===== src/rtl/cpu_pkg.sv =====
// Shared CPU pipeline definitions: opcodes common to Decode/Execute/Memory
// and the memory-stage state encoding.
package cpu_pkg;

    localparam logic [4:0] SUB   = 5'b00001;
    localparam logic [4:0] LOAD  = 5'b01000;
    localparam logic [4:0] STORE = 5'b01001;

    localparam logic [0:0] IDLE   = 1'b0;
    localparam logic [0:0] ACCESS = 1'b1;

    function automatic logic is_mem_op(input logic [4:0] op);
        return (op == LOAD) || (op == STORE);
    endfunction

endpackage


===== src/rtl/memory_stage_if.sv =====
// Data-memory req/ack bus between the memory stage (master) and memory (slave).
interface memory_stage_if;
    logic        req;
    logic        we;
    logic [15:0] addr;
    logic [15:0] wdata;
    logic [15:0] rdata;
    logic        ack;

    modport master (output req, we, addr, wdata, input rdata, ack);
    modport slave  (input req, we, addr, wdata, output rdata, ack);
endinterface


===== src/rtl/mem_timeout_counter.sv =====
// Counts cycles spent waiting for a memory ack; expired marks the last
// cycle before the access must be aborted.
module mem_timeout_counter #(
    parameter int TIMEOUT = 16
) (
    input  logic clk,
    input  logic rst_n,
    input  logic clear,
    input  logic enable,
    output logic expired
);
    localparam int W = (TIMEOUT > 1) ? $clog2(TIMEOUT) : 1;

    logic [W-1:0] cnt;

    always_ff @(posedge clk or negedge rst_n) begin
        if (!rst_n)                  cnt <= '0;
        else if (clear)              cnt <= '0;
        else if (enable && !expired) cnt <= cnt + W'(1);
    end

    assign expired = (cnt == W'(TIMEOUT - 1));
endmodule


===== src/rtl/memory_stage.sv =====
// Pipeline memory stage: registers Execute results, runs LOAD/STORE over a
// req/ack bus with timeout abort, and emits one retire pulse per instruction.
module memory_stage
    import cpu_pkg::*;
#(
    parameter int TIMEOUT = 16
) (
    input  logic                  clk,
    input  logic                  rst_n,
    input  logic                  ex_valid,
    input  logic [4:0]            control_in,
    input  logic [4:0]            dest_index_in,
    input  logic [15:0]           result_in,
    input  logic [15:0]           store_data,
    input  logic                  reg_write_en_in,
    output logic                  stall,
    memory_stage_if.master        mem,
    output logic                  wb_valid,
    output logic [4:0]            wb_control,
    output logic [4:0]            wb_dest_index,
    output logic [15:0]           wb_data,
    output logic                  wb_reg_write_en,
    output logic                  mem_err
);
    logic [0:0] state;
    logic [4:0] ctl_q;
    logic [4:0] dest_q;
    logic       rwe_q;
    logic       accept_mem;
    logic       expired;

    assign accept_mem = (state == IDLE) && ex_valid && is_mem_op(control_in);
    assign stall      = (state == ACCESS);

    mem_timeout_counter #(.TIMEOUT(TIMEOUT)) u_timeout (
        .clk     (clk),
        .rst_n   (rst_n),
        .clear   (accept_mem),
        .enable  ((state == ACCESS) && !mem.ack),
        .expired (expired)
    );

    always_ff @(posedge clk or negedge rst_n) begin
        if (!rst_n) begin
            state           <= IDLE;
            ctl_q           <= '0;
            dest_q          <= '0;
            rwe_q           <= 1'b0;
            mem.req         <= 1'b0;
            mem.we          <= 1'b0;
            mem.addr        <= '0;
            mem.wdata       <= '0;
            wb_valid        <= 1'b0;
            wb_control      <= '0;
            wb_dest_index   <= '0;
            wb_data         <= '0;
            wb_reg_write_en <= 1'b0;
            mem_err         <= 1'b0;
        end else begin
            wb_valid <= 1'b0;
            mem_err  <= 1'b0;
            case (state)
                IDLE: if (ex_valid) begin
                    if (is_mem_op(control_in)) begin
                        state     <= ACCESS;
                        ctl_q     <= control_in;
                        dest_q    <= dest_index_in;
                        rwe_q     <= reg_write_en_in;
                        mem.req   <= 1'b1;
                        mem.we    <= (control_in == STORE);
                        mem.addr  <= result_in;
                        mem.wdata <= store_data;
                    end else begin
                        wb_valid        <= 1'b1;
                        wb_control      <= control_in;
                        wb_dest_index   <= dest_index_in;
                        wb_data         <= result_in;
                        wb_reg_write_en <= reg_write_en_in;
                    end
                end
                ACCESS: if (mem.ack || expired) begin
                    // ack is checked first so an ack on the final cycle still completes
                    state         <= IDLE;
                    mem.req       <= 1'b0;
                    wb_valid      <= 1'b1;
                    wb_control    <= ctl_q;
                    wb_dest_index <= dest_q;
                    if (!mem.ack) begin
                        mem_err         <= 1'b1;
                        wb_data         <= '0;
                        wb_reg_write_en <= 1'b0;
                    end else if (mem.we) begin
                        wb_data         <= mem.addr;
                        wb_reg_write_en <= 1'b0;
                    end else begin
                        wb_data         <= mem.rdata;
                        wb_reg_write_en <= rwe_q;
                    end
                end
                default: state <= IDLE;
            endcase
        end
    end
endmodule


===== src/flat_wrapper.sv =====
// flat-port wrapper written by rule: the top's interface ports become plain ports
module memory_stage_flat import cpu_pkg::*;
#(
    parameter int TIMEOUT = 16
)
  (clk, rst_n, ex_valid, control_in, dest_index_in, result_in, store_data, reg_write_en_in, stall, wb_valid, wb_control, wb_dest_index, wb_data, wb_reg_write_en, mem_err, mem_req, mem_we, mem_addr, mem_wdata, mem_rdata, mem_ack);
  memory_stage_if mem_i ();
  input  logic clk;
  input  logic rst_n;
  input  logic ex_valid;
  input  logic [4:0] control_in;
  input  logic [4:0] dest_index_in;
  input  logic [15:0] result_in;
  input  logic [15:0] store_data;
  input  logic reg_write_en_in;
  output logic stall;
  output logic wb_valid;
  output logic [4:0] wb_control;
  output logic [4:0] wb_dest_index;
  output logic [15:0] wb_data;
  output logic wb_reg_write_en;
  output logic mem_err;
  output wire logic [$bits(mem_i.req)-1:0] mem_req;
  output wire logic [$bits(mem_i.we)-1:0] mem_we;
  output wire logic [$bits(mem_i.addr)-1:0] mem_addr;
  output wire logic [$bits(mem_i.wdata)-1:0] mem_wdata;
  input wire logic [$bits(mem_i.rdata)-1:0] mem_rdata;
  input wire logic [$bits(mem_i.ack)-1:0] mem_ack;
  assign mem_req = mem_i.req;
  assign mem_we = mem_i.we;
  assign mem_addr = mem_i.addr;
  assign mem_wdata = mem_i.wdata;
  assign mem_i.rdata = mem_rdata;
  assign mem_i.ack = mem_ack;
  memory_stage #(.TIMEOUT(TIMEOUT)) u_core (.clk(clk), .rst_n(rst_n), .ex_valid(ex_valid), .control_in(control_in), .dest_index_in(dest_index_in), .result_in(result_in), .store_data(store_data), .reg_write_en_in(reg_write_en_in), .stall(stall), .mem(mem_i), .wb_valid(wb_valid), .wb_control(wb_control), .wb_dest_index(wb_dest_index), .wb_data(wb_data), .wb_reg_write_en(wb_reg_write_en), .mem_err(mem_err));
endmodule

===== config.mk =====
export PLATFORM = sky130hd
export DESIGN_NAME = memory_stage_flat
export DESIGN_NICKNAME = d
export VERILOG_FILES = /design/src/rtl/cpu_pkg.sv /design/src/rtl/memory_stage_if.sv /design/src/rtl/mem_timeout_counter.sv /design/src/rtl/memory_stage.sv /design/src/flat_wrapper.sv
export SDC_FILE = /design/constraint.sdc
export NUM_CORES = 1
export LEC_CHECK = 0
export BUFFER_PORTS_ARGS = -buffer_cell sky130_fd_sc_hd__buf_2
export CELL_PAD_IN_SITES_DETAIL_PLACEMENT = 1
export CELL_PAD_IN_SITES_GLOBAL_PLACEMENT = 2
export CORE_ASPECT_RATIO = 0.8
export CORE_MARGIN = 2
export CORE_UTILIZATION = 29
export CTS_CLUSTER_SIZE = 24
export DETAILED_ROUTE_END_ITERATION = 8
export PLACE_DENSITY_LB_ADDON = 0.1
export SETUP_SLACK_MARGIN = 0.4
export SLEW_MARGIN = 15
export SYNTH_ARGS = -nofsm -noshare
export SYNTH_HDL_FRONTEND = slang
export SYNTH_SLANG_ARGS = --single-unit

===== constraint.sdc =====
create_clock -name clk -period 1.7 [get_ports clk]
set_clock_uncertainty 0.15 [all_clocks]
set_input_delay 0.085 -clock clk [delete_from_list [all_inputs] [get_ports clk]]
set_output_delay 0.085 -clock clk [all_outputs]
set_load 0.01 [all_outputs]

### Word-level counts from Yosys, hierarchy flattened

Index checks and enable logic that the tools add are counted.

| cells by class | value |
|---|---|
| magnitude comparators | 0 |
| $add $sub $neg | 1 |
| muxes and demuxes | 37 |
| bitwise logic cells | 1 |
| div/mod/pow operators | 0 |
| reduce and logical (&&, ||, !) cells | 12 |
| $mul | 0 |
| shifts and indexed selects | 0 |
| eq/ne operators | 7 |

Operator list:

| kind | count |
|---|---|
| $mux W16 | 5 |
| $pmux W16 S2 | 1 |
| $mux W5 | 6 |
| $pmux W5 S2 | 2 |
| $mux W1 | 17 |
| $eq A5 B4 Y1 const B | 2 |
| $reduce_and A3 Y1 | 3 |
| $mux W4 | 2 |
| $ne A2 B2 Y1 const B | 4 |
| $pmux W1 S2 | 4 |
| $add A4 B1 Y4 const B | 1 |
| $eq A4 B4 Y1 const B | 1 |
| $logic_and A1 B1 Y1 | 4 |
| $logic_not A1 Y1 | 2 |
| $logic_or A1 B1 Y1 | 2 |
| $reduce_bool A2 Y1 | 1 |
| $not A1 Y1 | 1 |

| storage, ports and cells | value |
|---|---|
| output and inout port bits | 64 |
| latch bits | 0 |
| register bits after elaboration | 79 |
| bits in read-only memories | 0 |
| memories | 0 |
| logic and storage cells | 73 |
| bits in writable memories | 0 |
| bits of input ports | 63 |

### Longest topological paths before layout

Gate-level depths: netlist (run 1).

| depth | value |
|---|---|
| depth after elaboration | 5 |
| gate-level depth with buffers | 6 |
| gate-level depth less buffers | 4 |

### Hierarchy

Synthesis (run 1) repeated with hierarchy kept, for this count alone.

| unflattened totals | value |
|---|---|
| cell total of the unflattened synthesis | 256 |
| area total of the unflattened synthesis | 3699.8 µm² |

By module, submodules not included:

| module | cells each | area an instance (µm²) | times used |
|---|---|---|---|
| memory_stage | 236 | 3470.8 | 1 |
| mem_timeout_counter | 20 | 229.0 | 1 |

### Least setup slack after synthesis (run 1)

No wires, ideal clock.

| path | value |
|---|---|
| kind | register to register |
| start point | register u_core.state (netlist: u_core.stall) |
| end point | register u_core.wb_data[0] |
| required time | 1425 ps |
| cell stages (with the launch flop) | 5 |
| setup time | 125 ps |
| arrival | 1584 ps |
| path buffers | 2 |
| path slack | -159 ps |
| cell sequence | dfrtp_1 buf_6 o311ai_4 buf_8 mux2_4 |

| between the ends | value |
|---|---|
| cells in the longest elaborated chain, start to end | 3 |

RTL lines:

| what | RTL line | source |
|---|---|---|
| start: declaration | memory_stage.sv:25 | `logic [0:0] state;` |
| start signal: assignment | memory_stage.sv:45 | `state <= IDLE;` |
| start signal: assignment | memory_stage.sv:65 | `state <= ACCESS;` |
| start signal: assignment | memory_stage.sv:83 | `state <= IDLE;` |
| $not A1 Y1 (no line) | n/a |  |
| $ne A2 B2 Y1 (no line) | n/a |  |
| $reduce_and A3 Y1 (no line) | n/a |  |
| end signal: assignment | memory_stage.sv:77 | `wb_data <= result_in;` |
| end signal: assignment | memory_stage.sv:93 | `wb_data <= mem.addr;` |
| end signal: assignment | memory_stage.sv:96 | `wb_data <= mem.rdata;` |
| end: declaration | memory_stage.sv:21 | `output logic [15:0] wb_data,` |

Parallel ways exist; a longest one is shown, timed or not.
A chain may end at the register's enable or synchronous reset.

### Worst setup path after layout (run 1)

| path | value |
|---|---|
| start point | register u_core.state (netlist: u_core.stall) |
| end point | register u_core.wb_data[4] |

The elaborated chain is that of the path after synthesis.

==> results of run 1 <==
[final cells by class]
type | count | area, um^2
Tap cell | 152 | 190
Multi-Input combinational cell | 144 | 1700
Clock buffer | 10 | 239
Inverter | 21 | 78.8
Clock inverter | 5 | 58.8
Sequential cell | 79 | 1980
Timing Repair Buffer | 212 | 1640
Fill cell | 1266 | 6280
[routing by layer]
layer,wire (um),track usage (%),vias up
met3,561,4.34,11
met2,4810,24.9,80
met5,0,0,-
li1,-,-,1337
met1,5060,21.8,1396
met4,117,4.19,0
[critical path, delay by kind of cell, from the launching register on]
kind                   cells  cell delay (ns)
AO/OA/AOI/OAI              1             0.46
buffers and inverters      1             0.26
flip-flops                 1             0.45
multiplexers               1             0.30
[state kept, by name, indices dropped and copies added, names as in the netlist]
| register | cells |
|---|---|
| u_core.ctl_q | 5 |
| u_core.wb_control | 5 |
| u_core.mem.req | 1 |
| u_core.rwe_q | 1 |
| u_core.wb_valid | 1 |
| u_core.mem.wdata | 16 |
| u_core.wb_reg_write_en | 1 |
| u_core.dest_q | 5 |
| u_core.mem.we | 1 |
| u_core.wb_dest_index | 5 |
| u_core.mem_err | 1 |
| u_core.wb_data | 16 |
| u_core.stall | 1 |
| u_core.u_timeout.cnt | 4 |
| u_core.mem.addr | 16 |
[logic make-up (layout without fill, tap and decap cells)]
| family | after synthesis | after routing | synth area share, % |
|---|---|---|---|
| compound gates | 28 | 28 | 5.39 |
| fa+ha+maj | 1 | 1 | 0.348 |
| buf+inv | 36 | 248 | 4.87 |
| flops | 79 | 79 | 55.0 |
| mux | 92 | 92 | 30.1 |
| simple gates | 23 | 23 | 4.35 |
[where the power goes]
part	leakage (nW)	switching (mW)	internal, mW
sequential	0.963	0.240	2.25
combinational	1.81	0.686	1.06
clock	0.141	0.771	1.17
total	2.92	1.70	4.47
[metrics by stage]
step	cells	setup slack, ns
2_1_floorplan	259	-0.140
3_3_place_gp	545	-0.0212
3_5_place_dp	545	-0.0877
4_1_cts	618	-0.00981
5_1_grt	623	-0.101
6_report	623	-0.0357
[cells in the mapped netlist]
cell type / n
nand4b_1: 1
o31ai_1: 1
nand4_1: 1
o211a_1: 1
o22ai_1: 16
nor2b_1: 5
ha_1: 1
buf_2: 8
buf_6: 1
a21oi_1: 4
buf_8: 2
mux2_2: 55
o21a_1: 1
nand3b_1: 1
mux2i_1: 17
or3_1: 2
dfrtp_1: 79
mux2_1: 2
o311ai_4: 1
nand2_2: 1
a21o_1: 1
and3_1: 2
o21ai_0: 3
nor4_1: 1
mux2_4: 18
nand2_1: 1
clkbuf_1: 4
nor4b_4: 1
nand2b_1: 1
nor3_1: 3
or2_2: 1
nand3_1: 2
inv_1: 21
[worst max path at each step]
stage                               to  depth (start not counted)
2_1_floorplan        u_core.wb_data[0]                          4
3_3_place_gp      u_core.mem.wdata[11]                          4
3_5_place_dp   u_core.wb_dest_index[4]                          5
4_1_cts         u_core.wb_reg_write_en                          5
5_1_grt              u_core.wb_data[7]                          5
6_report             u_core.wb_data[4]                          3
[timing repair]
item | 4_1_cts | 5_1_grt
setup buffers | 13 | 3
gates resized for setup | 28 | 15
hold buffers | 41 | 0
endpoints found under the setup margin | 81 | 81
gates cloned | 4 | 2
pin swaps | 1 | 2
hold endpoints to repair | 126 | 0
==> metrics.csv, run 1 <==
metric;value;unit
Area Growth Syn to Fin;63.6;%
commonest non-fill, non-tap cells in the layout;124 x buf_2, 77 x dfrtp_1, 66 x mux2_4;
Max-slew headroom;69.7;%
crit start category;flop;
RSZ-0062 raised after global routing;true;
GRT Residual Overflow;0;
H-tree lvl count;3;
vias in the first global route;3032;
Ports;127;
syn_nets;323;
TritonCTS clock tree;done;
Die ar.;13300;um^2
commonest non-fill, non-tap cell in the layout;buf_2;
Setup Total Neg Slack;-0.691;ns
Final Slew Violations;0;
Power Dens Cells;1050;nW/um^2
Worst VDD drop;0.615;mV
Hold Slack;0.0223;ns
Crit. End Element;flop;
Setup violations, final;26;
Crit Path Max Fanout;6;
via count;2824;
routed wire length;10500;um
flops & latches, synth;79;
status;complete, but fails checks;
Cell Chain, Critical Path;o311ai_4, clkbuf_16, mux2_4;
largest cells by area after synthesis;dfrtp_1 55%, mux2_2 17%, mux2_4 7.5%;
Tot Pwr;6.17;mW
Root Driver;clkbuf_16;
Rows;36;
Slowest cell on crit path;o311ai_4;
initial core utilization;29.6;%
Syn Inst Count;259;
Max Fclk;576;MHz
final setup margin;-0.0357;ns
Reg2Reg Capture Point;u_core.wb_data[4];
first-pass GRT wire length;16500;um
Syn Std Cell Area;3600;um^2
Min-Delay Startpoint;mem_ack;
LEAKAGE;2.92;nW
initial DRC count;48;
1st-pass router iterations;4;
Cell Area, Placed;4750;um^2
HPWL Detailed;6980;um
clk sinks;79;
WHS Endpoint;u_core.mem_err;
Worst R2R Setup Slack;-0.04;ns
critical path arrival;1.80;ns
hold path cells;3;
vias per cell;4.53;
All-Layer GR Usage;15.9;%
failing checks;negative setup slack;
RD Place Congestion;0.700;
Worst Max-Slew Pin Slew;0.454;ns
synth unique cells;33;
crit path kind;flop to flop;
Max Cap Viol;0;
cell depth of the worst flop-to-flop path;3;
Post-DRT Antenna Nets;0;
CTS Buf Count;9;
share of the synthesized area in the top cell type;55.0;%
Ant. Diodes;0;
fin util;48.4;%
worst r2r src;u_core.stall;
worst-skew pair later-pin latency;0.33;ns
maximum root-to-sink buffer count;2;
layout cells sized above 1;59.7;%
register area share after synthesis;55.0;%
port buffer count;126;
CP Launch Point;u_core.stall;
Core Box Area;12200;um^2
fin crit share;102;%
Syn. warnings;0;
die span in y;104;um
Die X-Extent;129;um
largest net degree at the start of global routing;34;
DRC viols;0;
clock-pin transition on the worst setup and hold timing paths;0.06;ns
nets@finish;531;
Final Hold Vio Count;0;
Final Critical Period;1.74;ns
WL/cell;16.9;um
max incr delay on CP;0.46;ns
fin area;5880;um^2
Critical Path RT;1.77;ns
Worst Hold Class;input port to flop;
Synth area leader;dfrtp_1;
average size of a mapped cell;13.9;um^2
initial antenna violation count;0;
Note: power is estimated with default switching activity, not from simulation.
==> inputs of run 2 (changes only) <==
--- a/config.mk
+++ b/config.mk
@@ -15,6 +15,7 @@
 export DETAILED_ROUTE_END_ITERATION = 8
 export PLACE_DENSITY_LB_ADDON = 0.1
 export SETUP_SLACK_MARGIN = 0.4
+export SKIP_CTS_REPAIR_TIMING = 1
 export SLEW_MARGIN = 15
 export SYNTH_ARGS = -nofsm -noshare
 export SYNTH_HDL_FRONTEND = slang
==> constraint.sdc (replaced) <==
create_clock -name clk -period 1.7 [get_ports clk]
set_clock_uncertainty 0.15 [all_clocks]
set_input_delay 0.085 -clock clk [delete_from_list [all_inputs] [get_ports clk]]
set_output_delay 0.085 -clock clk [all_outputs]
set_load 0.02 [all_outputs]
==> metrics.csv, run 2 (synthesis gave the netlist of run 1 again) <==
metric;value;unit;change
Setup Total Neg Slack;-2.31;ns;-1.62 ns
H-tree lvl count;3;;unchanged
met2 usage;23.2;%;-1.7 points
Crit. End Element;flop;;
vias per cell;4.58;;+0.95%
Post-DRT Antenna Nets;0;;unchanged
commonest non-fill, non-tap cell in the layout;buf_2;;
GRT Residual Overflow;0;;unchanged
CTS Buf Count;9;;unchanged
1st-pass router iterations;4;;unchanged
Power Dens Cells;1140;nW/um^2;+8.6%
commonest non-fill, non-tap cells in the layout;123 x buf_2, 77 x dfrtp_1, 66 x mux2_4;;
Core Box Area;12200;um^2;unchanged
worst r2r src;u_core.u_timeout.cnt[1];;
Most Crowded Layer GR;met2;;
vias in the first global route;2859;;-5.7%
Final Slew Violations;0;;unchanged
Slowest cell on crit path;dfrtp_1;;
LEAKAGE;2.82;nW;-3.4%
Critical Path RT;1.77;ns;about the same
DP Cell Count;540;;-0.92%
failing checks;negative setup slack;;
Worst Hold Class;input port to flop;;
HPWL Detailed;6940;um;-0.56%
Ant. Diodes;0;;unchanged
clock-pin transition on the worst setup and hold timing paths;0.07;ns;about the same
nets@finish;513;;-3.4%
initial DRC count;54;;+13%
fillcell total;1289;;+1.8%
Root Driver;clkbuf_16;;
Worst VDD drop;0.526;mV;-14%
Final Critical Period;1.78;ns;+0.0397 ns
initial core utilization;29.6;%;unchanged
Ports;127;;unchanged
die span in y;104;um;unchanged
max incr delay on CP;0.40;ns;-0.06 ns
Max Fclk;563;MHz;-2.2%
worst-skew pair later-pin latency;0.33;ns;about the same
All-Layer GR Usage;14.5;%;-1.4 points
TritonCTS clock tree;done;;
Final Hold Vio Count;0;;unchanged
Die X-Extent;129;um;unchanged
maximum root-to-sink buffer count;2;;unchanged
Cell Chain, Critical Path;ha_2, nand4_1, o311ai_4, buf_12, clkbuf_16, mux2_4;;
fin util;46.6;%;-1.7 points
critical path arrival;1.84;ns;+0.04 ns
fin crit share;104;%;+2.3 points
clk sinks;79;;unchanged
first-pass GRT wire length;15200;um;-8.3%
layout cells sized above 1;57.0;%;-2.6 points
Tot Pwr;6.46;mW;+4.7%
final setup margin;-0.0754;ns;-0.0397 ns
Final Non-Filler Cells;606;;-2.7%
Crit Path Max Fanout;7;;+1
Area Growth Syn to Fin;57.7;%;
via count;2773;;-1.8%
CP Launch Point;u_core.u_timeout.cnt[1];;
Max-slew headroom;76.9;%;+7.2 points
Min-Delay Startpoint;mem_ack;;
met1 usage;19.3;%;-2.5 points
crit start category;flop;;
Die ar.;13300;um^2;unchanged
RD Place Congestion;0.747;;+6.7%
GR Util met3;4.65;%;+0.31 points
largest net degree at the start of global routing;43;;+26%
status;complete, but fails checks;;
Hold Slack;0.00917;ns;-0.0131 ns
largest registers;u_core.mem.addr: 16 flops, u_core.mem.wdata: 16 flops, u_core.wb_data: 16 flops;;
WL/cell;17.1;um;+0.91%
initial antenna violation count;0;;unchanged
Worst Max-Slew Pin Slew;0.346;ns;-0.108 ns
Rows;36;;unchanged
RSZ-0062 raised after global routing;true;;
crit path kind;flop to flop;;
routed wire length;10400;um;-1.8%
Max Cap Viol;0;;unchanged
Setup violations, final;65;;+150%
DRC viols;0;;unchanged
port buffer count;126;;unchanged
==> run 2: cell count changes in the layout (fill, tap and decap cells not counted), moves of 2 or more <==
cell / before / now
buf_4: 21 / 15
buf_6: 11 / 2
nor2b_1: 2 / 4
buf_12: 7 / 9
buf_16: 3 / 0
nor2b_4: 3 / 0
inv_6: 0 / 2
==> run 2: per-layer routing <==
metal,up-vias,routed length (um)
met5,-,0
met2,82,4800
met4,0,53
met1,1392,4930
li1,1294,-
met3,5,564
==> run 2: area by class of cell <==
type	count	area, um^2	area share, %
clock buffer	11	253	4.46
clock inverter	5	63.8	1.13
inverter	21	78.8	1.39
multi-input combinational	144	1660	29.3
sequential	79	1980	34.9
tap	152	190	3.35
timing repair buffer	194	1450	25.5
==> run 2: power by group <==
group	leakage (nW)	internal, mW	switching [mW]
Clock	0.153	1.23	0.797
Combinational	1.70	1.03	0.897
Sequential	0.963	2.25	0.256
==> run 2: critical path: cells and delay by family (launching register included) <==
family	cells	cell delay [ns]
and+or+nand+nor	1	0.16
buffers and inverters	2	0.33
adders and majority gates	1	0.20
AOI/OAI and AO/OA	1	0.13
DFF	1	0.40
muxes	1	0.30
==> run 2: per-stage QoR <==
step                      setup slack, ns  instance area, um^2
after floorplan                    -0.176                 3830
after global placement             0.0170                 4740
after detailed placement          -0.0336                 4740
after CTS                         -0.0585                 5060
after global routing               -0.122                 5670
final                             -0.0754                 5670
==> run 2: path summary, 6_finish.rpt <==
kind / endpoint / slack (ns) / cells after the start
worst min register to register: u_core.ctl_q[3] / 0.34 / 1
worst max-delay path: u_core.wb_dest_index[2] / -0.08 / 6
max in group asynchronous: u_core.stall / 0.79 / 3
min in group asynchronous: u_core.mem.wdata[9] / 0.05 / 2
worst min-delay path: u_core.u_timeout.cnt[1] / 0.009 / 4
worst max register to register: u_core.wb_dest_index[2] / -0.08 / 6
